`src/rtl/scan_step_ctrl.sv`:
```
// scan_step_ctrl: raster scan sequencer stepping X/Y on each rising edge of m50.
// Define SCAN_SERPENTINE_EN to flip x_dir on every line advance (serpentine scan).
module scan_step_ctrl #(
    parameter int CNT_W   = 16,
    parameter int PULSE_W = 4
) (
    input  logic             clk,
    input  logic             rst,
    input  logic             m50,
    input  logic             start,
    input  logic             abort,
    input  logic [CNT_W-1:0] n_pts,
    input  logic [CNT_W-1:0] n_lines,
    output logic             x_step,
    output logic             x_dir,
    output logic             y_step,
    output logic             busy,
    output logic             done,
    output logic [CNT_W-1:0] x_idx,
    output logic [CNT_W-1:0] y_idx
);
    typedef enum logic [1:0] {IDLE, RUN_X, LINE, FINISH} state_t;

    localparam logic [4:0]       PW  = 5'(PULSE_W);
    localparam logic [CNT_W-1:0] ONE = CNT_W'(1);

    state_t           state_q;
    logic             m50_q;
    logic             busy_q;
    logic             done_q;
    logic [4:0]       xcnt_q;
    logic [4:0]       ycnt_q;
    logic [CNT_W-1:0] npts_q;
    logic [CNT_W-1:0] nlines_q;
    logic [CNT_W-1:0] x_idx_q;
    logic [CNT_W-1:0] y_idx_q;
    logic [CNT_W-1:0] x_idx_d;
    logic [CNT_W-1:0] y_idx_d;
    logic             tick;

`ifdef SCAN_SERPENTINE_EN
    logic dir_q;
    assign x_dir = dir_q;
`else
    assign x_dir = 1'b1;
`endif

    // m50 is generated from clk, so a single register gives the edge
    assign tick    = m50 & ~m50_q;
    assign x_idx_d = x_idx_q + ONE;
    assign y_idx_d = y_idx_q + ONE;

    always_ff @(posedge clk or posedge rst) begin
        if (rst) begin
            state_q  <= IDLE;
            m50_q    <= 1'b0;
            busy_q   <= 1'b0;
            done_q   <= 1'b0;
            xcnt_q   <= '0;
            ycnt_q   <= '0;
            npts_q   <= '0;
            nlines_q <= '0;
            x_idx_q  <= '0;
            y_idx_q  <= '0;
`ifdef SCAN_SERPENTINE_EN
            dir_q    <= 1'b1;
`endif
        end else begin
            m50_q  <= m50;
            done_q <= 1'b0;
            if (xcnt_q != 5'd0) xcnt_q <= xcnt_q - 5'd1;
            if (ycnt_q != 5'd0) ycnt_q <= ycnt_q - 5'd1;
            if (abort && state_q != IDLE) begin
                state_q <= IDLE;
                busy_q  <= 1'b0;
                xcnt_q  <= '0;
                ycnt_q  <= '0;
            end else begin
                unique case (state_q)
                    IDLE: begin
                        if (start) begin
                            if (n_pts != '0 && n_lines != '0) begin
                                npts_q   <= n_pts;
                                nlines_q <= n_lines;
                                x_idx_q  <= '0;
                                y_idx_q  <= '0;
                                busy_q   <= 1'b1;
                                state_q  <= RUN_X;
`ifdef SCAN_SERPENTINE_EN
                                dir_q    <= 1'b1;
`endif
                            end else begin
                                done_q <= 1'b1;
                            end
                        end
                    end
                    RUN_X: begin
                        if (tick) begin
                            xcnt_q  <= PW;
                            x_idx_q <= x_idx_d;
                            if (x_idx_d == npts_q) state_q <= LINE;
                        end
                    end
                    LINE: begin
                        if (tick) begin
                            if (y_idx_d == nlines_q) begin
                                state_q <= FINISH;
                            end else begin
                                ycnt_q  <= PW;
                                y_idx_q <= y_idx_d;
                                x_idx_q <= '0;
                                state_q <= RUN_X;
`ifdef SCAN_SERPENTINE_EN
                                dir_q   <= ~dir_q;
`endif
                            end
                        end
                    end
                    FINISH: begin
                        done_q  <= 1'b1;
                        busy_q  <= 1'b0;
                        state_q <= IDLE;
                    end
                    default: state_q <= IDLE;
                endcase
            end
        end
    end

    assign x_step = (xcnt_q != 5'd0);
    assign y_step = (ycnt_q != 5'd0);
    assign busy   = busy_q;
    assign done   = done_q;
    assign x_idx  = x_idx_q;
    assign y_idx  = y_idx_q;

endmodule

```
`config.mk`:
```
export PLATFORM = sky130hd
export DESIGN_NAME = scan_step_ctrl
export DESIGN_NICKNAME = d
export VERILOG_FILES = /design/src/rtl/scan_step_ctrl.sv
export SDC_FILE = /design/constraint.sdc
export NUM_CORES = 1
export LEC_CHECK = 0
export CORE_UTILIZATION = 43
export DETAILED_ROUTE_END_ITERATION = 8
export PLACE_DENSITY = 0.78
export REMOVE_ABC_BUFFERS = 1
export SKIP_CTS_REPAIR_TIMING = 1
export SLEW_MARGIN = 0
export SYNTH_ARGS = -nofsm -noshare
export SYNTH_HDL_FRONTEND = slang
export SYNTH_SLANG_ARGS = --single-unit
```
`constraint.sdc`:
```
create_clock -name clk -period 2.8 [get_ports clk]
set_clock_uncertainty 0.2 [all_clocks]
set_input_delay 0.56 -clock clk [delete_from_list [all_inputs] [get_ports clk]]
set_output_delay 0.56 -clock clk [all_outputs]
set_load 0.05 [all_outputs]
```
==> metrics <==
fillers 818; syn_area_per_cell 9.668 sq um; crit path max fanout 8; DR vias/cell approximately 6; maxcap violations 0; setup ws final -192.7 ps; flop2flop setup slack -190 ps; number of synthesized flops with an enable pin 0; Clk Latency, worst-skew pair 330 ps; dpl ws -470.6 ps; most numerous cell in the Yosys netlist dfrtp_1; Least-Margin Pin Slew 514.5 ps; Final Hold Fails 0; pin count of the biggest net entering global routing 40; FF-to-FF End x_idx[6]$_DFFE_PP0P_; drt wl/cell around 19 microns; Die Y-Extent around 110 microns; Max VDD drop 426.7 uV; Critical Path RT ~2800 ps; post-synthesis sequential area ratio 40.17%; area of the multi-input gates 0.002989 sq mm; I/O pin cnt 74; final WL 15.25 mm; Routed Antenna Nets 0; Sequential Area 0.001984 sq mm; Reg power frac between 30% and 40%; root buffer selected by CTS clkbuf_16; fmax 0.3341 GHz; crit end category flop; Sink Count 79; number of diodes 0; ys async rst share 100.0%; Starting Density 44.81%; crit path DAT roughly 3000 ps; failing checks setup timing; P_leak 3.206 nW; largest area contributor in the netlist dfrtp_1; Psw 2.125 mW; Cell Int Power 3.395 mW; clock power share 20.7%; CP max stage delay between 400 and 500 ps; vias 4837; Slew Limit Fails 0; crit path launch type flop; DRC Markers 0; startpoint of the worst register-to-register path y_idx[1]$_DFFE_PP0P_; RSZ-0062 raised after global routing yes; layout cell share with drive strength beyond 1 33.28%; CTS Buf Count 9; DIE AREA approximately 0.012 sq mm; Final HPWL DP 10.71 mm; Finished Layout Cells around 820; CP Buf/Inv Count 2; All-Layer GR Usage approximately 25%; worst min path class reg2reg; number of global-route vias before repair 4704; unique cell type count in the Yosys netlist 70; Area Growth Syn to Fin 45.44%; TritonCTS clock tree built; final count of negative-setup-slack endpoints 32; area share of the largest cell type after synthesis about two fifths; critical path depth in cells 10; Post-Synthesis Cells slightly above 500; gpl congestion 0.8694; Hold WS 302.1 ps; CP endpoint x_idx[6]$_DFFE_PP0P_; critical-path cell list buf_4 > and3_2 > buf_4 > nand4_1 > mux2i_2 > a211oi_2 > nor3b_2 > a21o_1 > or2_4 > o41ai_4; R2R cell count 10; sw frac 38.50%; placed cells 799; nets@finish 724; delay-heaviest family, CP simple AND/OR/NAND/NOR gates; crit path time final 2993 ps; most used cell, CP buf_4; first-pass GRT wire length between 20 and 25 mm; Die Wd 109.0 microns; Area contributors post-synth dfrtp_1 (40%), mux2_2 (7.6%), xnor2_1 (5.3%), nand2_1 (2.6%), nor2_1 (2.6%); status finished with violations; Combinational Power Share 46.7%; Post-synth top cells dfrtp_1 (79), nand2_1 (34), nor2_1 (34); Design Power 5.521 mW; PD cells roughly 770 mW/mm^2; FP Rows 38; initial antenna violation count 0; crit path launch y_idx[1]$_DFFE_PP0P_; total congestion overflow 0; CP max stage cell dfrtp_1; Initial DRC Count roughly 330; clk buf depth 2; Worst-path clk slew around 60 ps; fin crit share 106.9%; Worst Hold Launch xcnt_q[4]$_DFF_PP0_; Main synth FF type dfrtp_1; WS Path Type reg2reg; Core Area about 0.011 sq mm; FF+latch count, synth 79; first-pass detailed-route iteration total 6; synth warn 0; Mapped Area 0.004921 sq mm; Worst slew margin between 60% and 70%; Port Buf Inserts 72; H-Tree Depth 3
[power groups by stage]
| stage | registers, mW | logic [mW] | clock network, mW |
|---|---|---|---|
| 2_1_floorplan | 1.80 | 1.47 | 0 |
| 3_3_place_gp | 1.77 | 2.22 | 0 |
| 3_5_place_dp | 1.80 | 2.33 | 0 |
| 4_1_cts | 1.78 | 2.36 | 1.15 |
| 5_1_grt | 1.84 | 2.78 | 1.21 |
| 6_report | 1.80 | 2.58 | 1.14 |
[kinds of logic (layout without fill, tap and decap cells)]
group / Yosys count / after routing / synth area share (%)
simple gates: 185 / 186 / 20.98
compound gates: 107 / 107 / 15.66
flops: 79 / 79 / 40.17
buf+inv: 47 / 219 / 4.602
xor+xnor: 43 / 43 / 7.653
mux: 38 / 38 / 8.569
fa+ha+maj: 9 / 9 / 2.288
other cells: 1 / 1 / 0.07620
[routing by layer]
metal  share of wire, %  wire length, microns  vias up  GRT usage, %
met5                  0                     0        -             0
met4                2.2                   342        0         9.653
met3                6.0                   918       31         3.467
met2                 49                  7545      198         41.24
met1                 42                  6442     2399         32.76
li1                   -                     -     2209             -
[worst register-to-register path, stage by stage (launching register included)]
cell and delay (ps):
dfrtp_1 410, buf_4 170, and3_2 240, buf_4 160, nand4_1 130, mux2i_2 390, a211oi_2 80, nor3b_2 190
a21o_1 230, or2_4 350, o41ai_4 350
[worst min-delay path by stage]
stage,slack (ps),to,cells past startpoint
floorplan,260,xcnt_q[4]$_DFF_PP0_,2
global route,310,xcnt_q[4]$_DFF_PP0_,2
detailed placement,290,ycnt_q[4]$_DFF_PP0_,2
finish,300,xcnt_q[4]$_DFF_PP0_,2
CTS,300,xcnt_q[4]$_DFF_PP0_,2
global placement,270,xcnt_q[4]$_DFF_PP0_,2
[metrics by stage]
stage	util (%)	setup TNS (ps)	instance area (sq um)
floorplan	-	-28200	4755
global placement	59.24	-10820	6506
detailed placement	59.24	-14150	6506
CTS	61.79	-6151	6787
global route	65.16	-7028	7157
finish	65.16	-2952	7157
[cell type report]
class / instances / area share (%)
Multi-Input combinational cell: 384 / 41.77
Sequential cell: 79 / 27.73
Timing Repair Buffer: 188 / 23.30
Clock buffer: 11 / 3.252
Tap cell: 140 / 2.448
Inverter: 16 / 0.8392
Clock inverter: 4 / 0.6643
[sequential cells by signal, summed over array words and instances (netlist names)]
register,count
xcnt_q,5
m50_q,1
done,1
npts_q,16
busy,1
x_idx,16
y_idx,16
nlines_q,16
state_q,2
ycnt_q,5
[cell usage in the layout (no fill, tap or decap), types with 4 or more instances in the layout]
cell	count
nor4_1	7
a22o_1	8
dfrtp_1	73
o21ai_1	13
nor3_1	9
o31ai_2	6
mux2i_1	4
inv_1	14
a21oi_1	13
buf_4	107
a31oi_1	5
and3_1	9
or2_2	4
ha_1	7
a21o_1	5
dfrtp_2	6
xor2_1	12
a221o_1	5
clkdlybuf4s50_1	62
and2_1	6
clkbuf_16	9
nor2_1	32
nand2b_1	8
xnor2_1	29
o21ai_0	15
dlymetal6s2s_1	10
and4_1	4
nand2_1	34
nor4_2	8
mux2_2	33
nand3_1	13
nand4_1	13
nor2b_1	5
buf_6	7
Power figures use the tool's default switching activity.
